### src/rtl/seq_chunk_adder_pkg.sv
// Shared types and helpers for the chunked sequential adder.
package seq_chunk_adder_pkg;

  typedef enum logic [1:0] {
    ST_IDLE = 2'd0,
    ST_RUN  = 2'd1,
    ST_DONE = 2'd2
  } state_e;

  // Bits needed to count n chunks; never below 1 so a single-chunk build still has an index reg.
  function automatic int clog2(input int n);
    int w;
    w = 1;
    while ((1 << w) < n) w++;
    return w;
  endfunction

endpackage

### src/rtl/seq_chunk_adder_if.sv
// Operand/result handshake bundle between operand registers, adder and result consumer.
interface seq_chunk_adder_if #(parameter int WIDTH = 128);
  logic             in_valid;
  logic             in_ready;
  logic [WIDTH-1:0] a;
  logic [WIDTH-1:0] b;
  logic             cin;
  logic             sub;
  logic             out_valid;
  logic             out_ready;
  logic [WIDTH-1:0] sum;
  logic             cout;
  logic             ovf;

  modport slave (
    input  in_valid, a, b, cin, sub, out_ready,
    output in_ready, out_valid, sum, cout, ovf
  );

  modport master (
    output in_valid, a, b, cin, sub, out_ready,
    input  in_ready, out_valid, sum, cout, ovf
  );
endinterface

### src/rtl/seq_chunk_adder_chunk.sv
// One-bit full adder cell and the CHUNK-bit ripple stage built from it.
module fulladd (
  input  logic a,
  input  logic b,
  input  logic ci,
  output logic s,
  output logic co
);
  assign s  = a ^ b ^ ci;
  assign co = (a & b) | (ci & (a ^ b));
endmodule

module chunk_adder #(parameter int CHUNK = 8) (
  input  logic [CHUNK-1:0] a,
  input  logic [CHUNK-1:0] b,
  input  logic             cin,
  output logic [CHUNK-1:0] s,
  output logic             cout,
  output logic             c_msb
);
  logic [CHUNK:0] c;

  assign c[0] = cin;

  fulladd u_fa [CHUNK-1:0] (
    .a  (a),
    .b  (b),
    .ci (c[CHUNK-1:0]),
    .s  (s),
    .co (c[CHUNK:1])
  );

  assign cout  = c[CHUNK];
  // carry into the top bit of this chunk; only meaningful for the last chunk (signed overflow)
  assign c_msb = c[CHUNK-1];
endmodule

### src/rtl/seq_chunk_adder.sv
// Multi-cycle add/sub: one CHUNK-wide slice per clock, carry held in a register between slices.
// Subtraction is folded in at acceptance (b inverted, carry-in inverted) so RUN only ever adds.
module seq_chunk_adder
  import seq_chunk_adder_pkg::*;
#(
  parameter int WIDTH = 128,
  parameter int CHUNK = 8
) (
  input  logic              clk,
  input  logic              rst_n,
  seq_chunk_adder_if.slave  bus
);
  localparam int NCHUNK = WIDTH / CHUNK;
  localparam int IW     = clog2(NCHUNK);
  localparam logic [IW-1:0] LAST = IW'(NCHUNK - 1);

  generate
    if (CHUNK < 1 || (WIDTH % CHUNK) != 0) begin : g_bad_chunk
      $error("seq_chunk_adder: CHUNK must divide WIDTH");
    end
  endgenerate

  state_e           state_q, state_d;
  logic [IW-1:0]    idx_q;
  logic [WIDTH-1:0] a_q, b_q, sum_q;
  logic             carry_q, cout_q, ovf_q;

  logic             accept, last;
  int               base;
  logic [CHUNK-1:0] ch_s;
  logic             ch_co, ch_cmsb;

  assign accept = (state_q == ST_IDLE) && bus.in_valid;
  assign last   = (state_q == ST_RUN) && (idx_q == LAST);
  assign base   = CHUNK * int'(idx_q);

  chunk_adder #(.CHUNK(CHUNK)) u_chunk (
    .a     (a_q[base +: CHUNK]),
    .b     (b_q[base +: CHUNK]),
    .cin   (carry_q),
    .s     (ch_s),
    .cout  (ch_co),
    .c_msb (ch_cmsb)
  );

  // state register
  always_ff @(posedge clk or negedge rst_n) begin
    if (!rst_n) state_q <= ST_IDLE;
    else        state_q <= state_d;
  end

  // next state: accept in IDLE, leave RUN after last chunk, hold DONE until consumer takes it
  always_comb begin
    state_d = state_q;
    case (state_q)
      ST_IDLE: if (bus.in_valid)  state_d = ST_RUN;
      ST_RUN:  if (idx_q == LAST) state_d = ST_DONE;
      ST_DONE: if (bus.out_ready) state_d = ST_IDLE;
      default: state_d = ST_IDLE;
    endcase
  end

  // operand capture at acceptance, then one chunk per cycle into the sum register
  always_ff @(posedge clk or negedge rst_n) begin
    if (!rst_n) begin
      a_q     <= '0;
      b_q     <= '0;
      carry_q <= 1'b0;
      idx_q   <= '0;
      sum_q   <= '0;
      cout_q  <= 1'b0;
      ovf_q   <= 1'b0;
    end else if (accept) begin
      a_q     <= bus.a;
      b_q     <= bus.b ^ {WIDTH{bus.sub}};
      carry_q <= bus.cin ^ bus.sub;
      idx_q   <= '0;
    end else if (state_q == ST_RUN) begin
      sum_q[base +: CHUNK] <= ch_s;
      carry_q              <= ch_co;
      idx_q                <= last ? '0 : idx_q + 1'b1;
      if (last) begin
        cout_q <= ch_co;
        ovf_q  <= ch_co ^ ch_cmsb;
      end
    end
  end

  assign bus.in_ready  = (state_q == ST_IDLE);
  assign bus.out_valid = (state_q == ST_DONE);
  assign bus.sum       = sum_q;
  assign bus.cout      = cout_q;
  assign bus.ovf       = ovf_q;

endmodule

### src/flat_wrapper.sv
// flat-port wrapper written by rule: the top's interface ports become plain ports
module seq_chunk_adder_flat import seq_chunk_adder_pkg::*;
#(
  parameter int WIDTH = 128,
  parameter int CHUNK = 8
)
  (clk, rst_n, bus_in_valid, bus_a, bus_b, bus_cin, bus_sub, bus_out_ready, bus_in_ready, bus_out_valid, bus_sum, bus_cout, bus_ovf);
  seq_chunk_adder_if #(.WIDTH(WIDTH)) bus_i ();
  input  logic clk;
  input  logic rst_n;
  input wire logic [$bits(bus_i.in_valid)-1:0] bus_in_valid;
  input wire logic [$bits(bus_i.a)-1:0] bus_a;
  input wire logic [$bits(bus_i.b)-1:0] bus_b;
  input wire logic [$bits(bus_i.cin)-1:0] bus_cin;
  input wire logic [$bits(bus_i.sub)-1:0] bus_sub;
  input wire logic [$bits(bus_i.out_ready)-1:0] bus_out_ready;
  output wire logic [$bits(bus_i.in_ready)-1:0] bus_in_ready;
  output wire logic [$bits(bus_i.out_valid)-1:0] bus_out_valid;
  output wire logic [$bits(bus_i.sum)-1:0] bus_sum;
  output wire logic [$bits(bus_i.cout)-1:0] bus_cout;
  output wire logic [$bits(bus_i.ovf)-1:0] bus_ovf;
  assign bus_i.in_valid = bus_in_valid;
  assign bus_i.a = bus_a;
  assign bus_i.b = bus_b;
  assign bus_i.cin = bus_cin;
  assign bus_i.sub = bus_sub;
  assign bus_i.out_ready = bus_out_ready;
  assign bus_in_ready = bus_i.in_ready;
  assign bus_out_valid = bus_i.out_valid;
  assign bus_sum = bus_i.sum;
  assign bus_cout = bus_i.cout;
  assign bus_ovf = bus_i.ovf;
  seq_chunk_adder #(.WIDTH(WIDTH), .CHUNK(CHUNK)) u_core (.clk(clk), .rst_n(rst_n), .bus(bus_i));
endmodule
### config.mk
export PLATFORM = sky130hd
export DESIGN_NAME = seq_chunk_adder_flat
export DESIGN_NICKNAME = d
export VERILOG_FILES = /design/src/rtl/seq_chunk_adder_pkg.sv /design/src/rtl/seq_chunk_adder_if.sv /design/src/rtl/seq_chunk_adder_chunk.sv /design/src/rtl/seq_chunk_adder.sv /design/src/flat_wrapper.sv
export SDC_FILE = /design/constraint.sdc
export NUM_CORES = 1
export LEC_CHECK = 0
export BUFFER_PORTS_ARGS = -buffer_cell sky130_fd_sc_hd__buf_4
export CORE_ASPECT_RATIO = 0.9
export CORE_UTILIZATION = 59
export CTS_CLUSTER_SIZE = 10
export DETAILED_ROUTE_END_ITERATION = 8
export PLACE_DENSITY = 0.86
export SYNTH_ARGS = -nofsm -noshare
export SYNTH_HDL_FRONTEND = slang
export SYNTH_SLANG_ARGS = --single-unit
### constraint.sdc
create_clock -name clk -period 8.43 [get_ports clk]
set_input_delay 2.529 -clock clk [delete_from_list [all_inputs] [get_ports clk]]
set_output_delay 2.529 -clock clk [all_outputs]
set_load 0.05 [all_outputs]
==> impl_metrics.csv, run 1 <==
group,metric,value,unit
power,ir_worst_vdd,504,uV
placement,hpwlAfterDp,35100,um
floorplan,ios,394,
run_status,outcome,"finished clean",
sta,max_slew.worst_pin.slew,1.15,ns
yosys,synth-async-reset-ratio,100,%
floorplan,core,30100,um^2
yosys,synth-seq-cells,393,
global_routing,grt_max_degree,237,
cts,cts.clk_slew.worst_paths,0.06,ns
route,drt_pass1_iterations,5,
route,postRouteAntennaNets,0,
sta,max_freq,173,MHz
yosys,synth_edf_count,0,
placement,routabilityCongestion,0.856,
route,drtIter0Drc,1067,
power,cellLeakagePower,0.0103,uW
floorplan,initial_core_util,60.4,%
yosys,synth_top_cell_by_area,"dfrtp_1",
sta,setup_ws,2.64,ns
route,wirelength,48500,um
power,power.density,437,nW/um^2
setup_path,cp_max_fo,61,
flow_run,cap_violations,0,
cts,cts_max_path_buffers,3,
yosys,netlist_area,18200,um^2
floorplan,fp.dieW,187,um
cts,htree_levels,2,
route,drcViolationCount,0,
cells_and_area,drive_above_1_share,40.9,%
setup_path,critPathCaptureType,"flip-flop",
yosys,syn_inst,1459,
sta,fin_crit_sh,68.7,%
sta,finalSetupTns,0,ns
global_routing,grt_usage,31.4,%
sta,finalHoldViolations,0,
global_routing,grt-ovfl-total,0,
floorplan,num_rows,60,
yosys,synthesis.nets,1735,
route,viasPerCell,5.77,
sta,skew,0.0143,ns
yosys,synth_top_area_share,54.1,%
yosys,synth_cell_type_count,44,
yosys,avgSynthCellArea,12.5,um^2
route,vias,12856,
sta,maxSlewViolCount,0,
sta,rsz0062_at_grt,"no",
cts,cts_num_sinks,393,
cts,cts_root_buf,"clkbuf_16",
floorplan,die-area,31500,um^2
sta,period_minus_slack,5.79,ns
cells_and_area,nNetsFinal,2091,
route,wl_per_cell,21.8,um
cts,cts_made_buffers,45,
setup_path,cp.arrival,6.21,ns
worst_hold_path,hold_path_class,"flip-flop to flip-flop",
yosys,ys_top_cells_by_count,"393 x dfrtp_1, 242 x mux2_2, 168 x nor2_1",
yosys,synth.most_common_cell,"dfrtp_1",
cts,post-cts-setup-buffers,0,
global_routing,antenna_found_initial,1,
placement,io_buffers,393,
global_routing,first_global_vias,13487,
floorplan,die_height,169,um
cells_and_area,fillerInstances,1903,
cts,cts_tree,"built",
cts,insertion_delay,0.54,ns
setup_path,cp-start-kind,"flip-flop",
yosys,ys_seq_area_share,54.1,%
yosys,netlist_top_cells_area,"dfrtp_1 54%, mux2_2 15%, xnor2_1 6.3%",
sta,maxSlewHeadroom,23.5,%
yosys,ys.flop_type,"dfrtp_1",
setup_path,critical_path_class,"flip-flop to flip-flop",
global_routing,grt_pass1_wl,75800,um
cells_and_area,area_growth,24.0,%
setup_path,crit_required,8.85,ns
placement,dp_slack,2.70,ns
cts,cts_resized,0,
cts,cts_hold_buffers,0,
sta,setup_viol,0,
yosys,synth_warnings,0,
## metal layers
layer,vias up,part of all wire [%],global-route usage (%)
li1,5755,-,-
met1,6421,40,41.0
met2,574,50,53.1
met3,106,7.1,5.58
met4,0,3.3,11.4
met5,-,0,0
## critical path, cell delays in order, from the launching register on
cell      delay, ns
dfrtp_4        1.04
buf_4          0.61
mux2i_1        0.15
a221oi_1       0.33
a21oi_1        0.17
fa_1           0.42
fa_1           0.39
fa_1           0.39
fa_1           0.39
fa_1           0.37
inv_1          0.08
fa_1           0.22
fa_1           0.48
inv_1          0.17
nor2_1         0.11
mux2_2         0.30
## flip-flops by register name, indices dropped and copies added, names as in the netlist
register / cells
u_core.bus.ovf: 1
u_core.a_q: 128
u_core.idx_q: 4
u_core.b_q: 128
u_core.state_q: 2
u_core.bus.cout: 1
u_core.bus.sum: 128
u_core.carry_q: 1
## kinds of logic after synthesis
kind of cell | Yosys count | share of synthesized area, %
buf+inv | 104 | 2.71
simple gates | 253 | 5.80
compound gates | 219 | 6.90
mux | 345 | 22.9
xor+xnor | 131 | 6.31
fa+ha+maj | 14 | 1.29
flops | 393 | 54.1
## worst paths after layout
path	startpoint	end	slack (ns)	cells past startpoint
max in group asynchronous	rst_n	u_core.idx_q[2]	5.14	2
setup reg to reg	u_core.idx_q[2]	u_core.bus.sum[95]	2.64	15
hold / removal	u_core.bus.sum[118]	u_core.bus.sum[118]	0.48	2
hold reg to reg	u_core.bus.sum[118]	u_core.bus.sum[118]	0.48	2
setup / recovery	u_core.idx_q[2]	u_core.bus.sum[95]	2.64	15
min in group asynchronous	rst_n	u_core.bus.sum[114]	1.90	1
## cell usage in the layout (no fill, tap or decap), types with 20 or more instances in the layout
cell and count:
mux4_2 32, dfrtp_1 391, xnor2_1 131, nand2_1 47
a21oi_1 163, mux2i_1 68, mux2_2 242, clkbuf_16 47
buf_4 400, nor2_1 168, a22oi_1 20
## layout make-up
class | instances | area, um^2 | share of cell area, %
sequential | 393 | 9840 | 43.7
timing repair buffer | 405 | 3090 | 13.7
multi-input combinational | 962 | 7860 | 34.9
antenna | 1 | 2.50 | 0.0111
clock buffer | 53 | 1200 | 5.32
tap | 403 | 504 | 2.24
clock inverter | 2 | 13.8 | 0.0611
inverter | 8 | 30.0 | 0.133
## power breakdown
| group | internal [uW] | total, uW | switching [uW] |
|---|---|---|---|
| sequential | 2720 | 3350 | 631 |
| combinational | 1870 | 4810 | 2930 |
| clock | 985 | 1680 | 699 |
| total | 5580 | 9840 | 4260 |
## through the flow
step                      util [%]  power (uW)  std cells  hold slack [ns]  instance area (um^2)
after detailed placement      70.8        8130       2171            0.472                 21300
after CTS                     74.8        9840       2226            0.484                 22500
after global routing          74.9       10300       2227            0.521                 22500
after global placement        70.8        7940       2171            0.464                 21300
after floorplan                  -        6420       1459            0.475                 18200
final                         74.9        9840       2227            0.482                 22500
Note: power is estimated with default switching activity, not from simulation.
==> run 2, diff against run 1 <==
--- a/config.mk
+++ b/config.mk
@@ -7,10 +7,10 @@
 export LEC_CHECK = 0
 export BUFFER_PORTS_ARGS = -buffer_cell sky130_fd_sc_hd__buf_4
 export CORE_ASPECT_RATIO = 0.9
-export CORE_UTILIZATION = 59
+export CORE_UTILIZATION = 50
 export CTS_CLUSTER_SIZE = 10
 export DETAILED_ROUTE_END_ITERATION = 8
-export PLACE_DENSITY = 0.86
+export PLACE_DENSITY = 0.77
 export SYNTH_ARGS = -nofsm -noshare
 export SYNTH_HDL_FRONTEND = slang
 export SYNTH_SLANG_ARGS = --single-unit
==> constraint.sdc (replaced) <==
create_clock -name clk -period 4.7 [get_ports clk]
set_input_delay 1.41 -clock clk [delete_from_list [all_inputs] [get_ports clk]]
set_output_delay 1.41 -clock clk [all_outputs]
set_load 0.05 [all_outputs]
==> impl_metrics.csv, run 2 (synthesized netlist as in run 1, its figures left out) <==
group,metric,value,unit
setup_path,crit_path_frequent_cell,"fa_2",
run_status,violations,"negative setup slack",
cts,insertion_delay,0.55,ns
global_routing,antenna_found_initial,0,
power,cellLeakagePower,0.0105,uW
sta,maxSlewHeadroom,22.3,%
placement,dp_slack,-0.212,ns
cells_and_area,final_cell_mix,"431 x buf_4, 390 x dfrtp_1, 236 x mux2_2, 164 x nor2_1, 161 x a21oi_1",
global_routing,grt_max_degree,175,
setup_path,crit_chain,"buf_6, buf_6, mux2i_1, a22oi_1, a21oi_2, fa_2, fa_2, fa_2, fa_2, fa_2, fa_2, inv_2, fa_2, fa_2, clkinv_4, nor2_2, mux2_4",
sta,rsz0062_at_grt,"yes",
cells_and_area,drive_above_1_share,43.1,%
global_routing,first_global_vias,13277,
route,drcViolationCount,0,
floorplan,fp.dieW,203,um
sta,setup_ws,-0.0506,ns
cts,cts_hold_buffers,0,
route,vias,12865,
sta,maxSlewViolCount,0,
global_routing,grt_pass1_wl,75900,um
setup_path,crit_family,"adder cells",
setup_path,worstReg2RegStart,"u_core.idx_q[2]",
floorplan,ios,394,
sta,max_slew.worst_pin.slew,1.16,ns
cells_and_area,layout_commonest_cell,"buf_4",
setup_path,critPathCaptureType,"flip-flop",
placement,routabilityCongestion,0.880,
power,power.density,794,nW/um^2
cells_and_area,nNetsFinal,2128,
route,wirelength,49400,um
setup_path,rr_endpoint,"u_core.bus.sum[23]",
floorplan,die_height,183,um
sta,max_freq,210,MHz
cells_and_area,area_growth,26.8,%
setup_path,crit_start,"u_core.idx_q[2]",
sta,finalHoldViolations,0,
cts,cts_max_path_buffers,3,
setup_path,critical_path_class,"flip-flop to flip-flop",
route,viasPerCell,5.52,
setup_path,worst-r2r-cell-count,17,
setup_path,cp-endpoint,"u_core.bus.sum[23]",
floorplan,initial_core_util,51.3,%
setup_path,cp.arrival,5.18,ns
floorplan,core,35500,um^2
sta,fin_crit_sh,101,%
cells_and_area,fillerInstances,2698,
setup_path,cp_max_fo,7,
cts,cts_made_buffers,45,
route,drt_pass1_iterations,5,
global_routing,grt_usage,26.8,%
flow_run,cap_violations,0,
setup_path,crit_cells,17,
route,wl_per_cell,21.2,um
cts,cts.clk_slew.worst_paths,0.06,ns
sta,skew,0.0202,ns
placement,io_buffers,393,
cells_and_area,final_cells,2330,
global_routing,grt-ovfl-total,0,
cts,htree_levels,2,
run_status,outcome,"complete, but fails checks",
setup_path,path_buf_inv,4,
cts,cts_num_sinks,393,
setup_path,cp_slowest_cell,"dfrtp_4",
sta,setup_viol,13,
setup_path,reg2reg_slack,-0.05,ns
setup_path,cp-start-kind,"flip-flop",
worst_hold_path,hold_path_class,"flip-flop to flip-flop",
setup_path,critPathMaxStageDelay,0.53,ns
power,ir_worst_vdd,543,uV
cts,cts_root_buf,"clkbuf_16",
floorplan,die-area,37100,um^2
route,postRouteAntennaNets,0,
placement,dp.cells,2269,
cts,cts_tree,"built",
route,drtIter0Drc,766,
setup_path,crit_required,5.13,ns
placement,hpwlAfterDp,36300,um
floorplan,num_rows,65,
sta,period_minus_slack,4.75,ns
[run 2: changes by cell type in the layout (fill, tap and decap cells not counted), sizes merged]
cell    change
buf        +37
clkbuf      +1
inv         -1
[run 2: tightest hold or removal path: cells and delay by family (launching register included)]
family	cells	cell delay [ns]
AO/OA/AOI/OAI	1	0.06
flip-flops	1	0.34
AND/OR/NAND/NOR	1	0.05
[run 2: worst min path at each step]
stage / start / to / slack, ns / cells after the start
after floorplan: u_core.a_q[16] / u_core.a_q[16] / 0.48 / 1
after global placement: u_core.bus.sum[54] / u_core.bus.sum[54] / 0.47 / 2
after detailed placement: u_core.bus.sum[118] / u_core.bus.sum[118] / 0.47 / 2
after CTS: u_core.bus.sum[118] / u_core.bus.sum[118] / 0.49 / 2
after global routing: u_core.a_q[53] / u_core.a_q[53] / 0.52 / 1
final: u_core.bus.sum[118] / u_core.bus.sum[118] / 0.49 / 2
[run 2: where the power goes]
part | switching, uW | internal, uW
Combinational | 5660 | 3810
Sequential | 918 | 4880
Clock | 1270 | 1780
Total | 7840 | 10500
[run 2: stage by stage]
step                      area [um^2]  TNS (ns)  hold slack (ns)  util (%)  power, uW
after floorplan                 18200         0            0.475         -      11600
after global placement          21700     -1.68            0.466      61.2      14700
after detailed placement        21700     -3.17            0.474      61.2      14900
after CTS                       23000    -0.649            0.489      64.9      18300
after global routing            23000     -2.39            0.515      65.0      19300
final                           23000    -0.502            0.490      65.0      18300
[run 2: area by class of cell]
class | instances | area, um^2 | area share (%)
Sequential cell | 393 | 9840 | 42.7
Multi-Input combinational cell | 962 | 7930 | 34.4
Timing Repair Buffer | 442 | 3420 | 14.9
Clock buffer | 54 | 1210 | 5.26
Tap cell | 469 | 587 | 2.55
Inverter | 8 | 37.5 | 0.163
Clock inverter | 1 | 8.76 | 0.0380
Antenna cell | 1 | 2.50 | 0.0109
[run 2: per-layer routing]
layer  global-route usage, %  vias to the layer above  wire length, um
li1                        -                     5859                -
met5                       0                        -                0
met4                    9.65                        0             1610
met3                    4.46                       93             2990
met1                    36.4                     6439            21000
met2                    43.8                      474            23700
[run 2: repair_timing]
action | in CTS | in global routing
buffers inserted | 5 | 0
resized for setup | 14 | 12
setup endpoints to repair | 26 | 26
pin swaps | 5 | 4
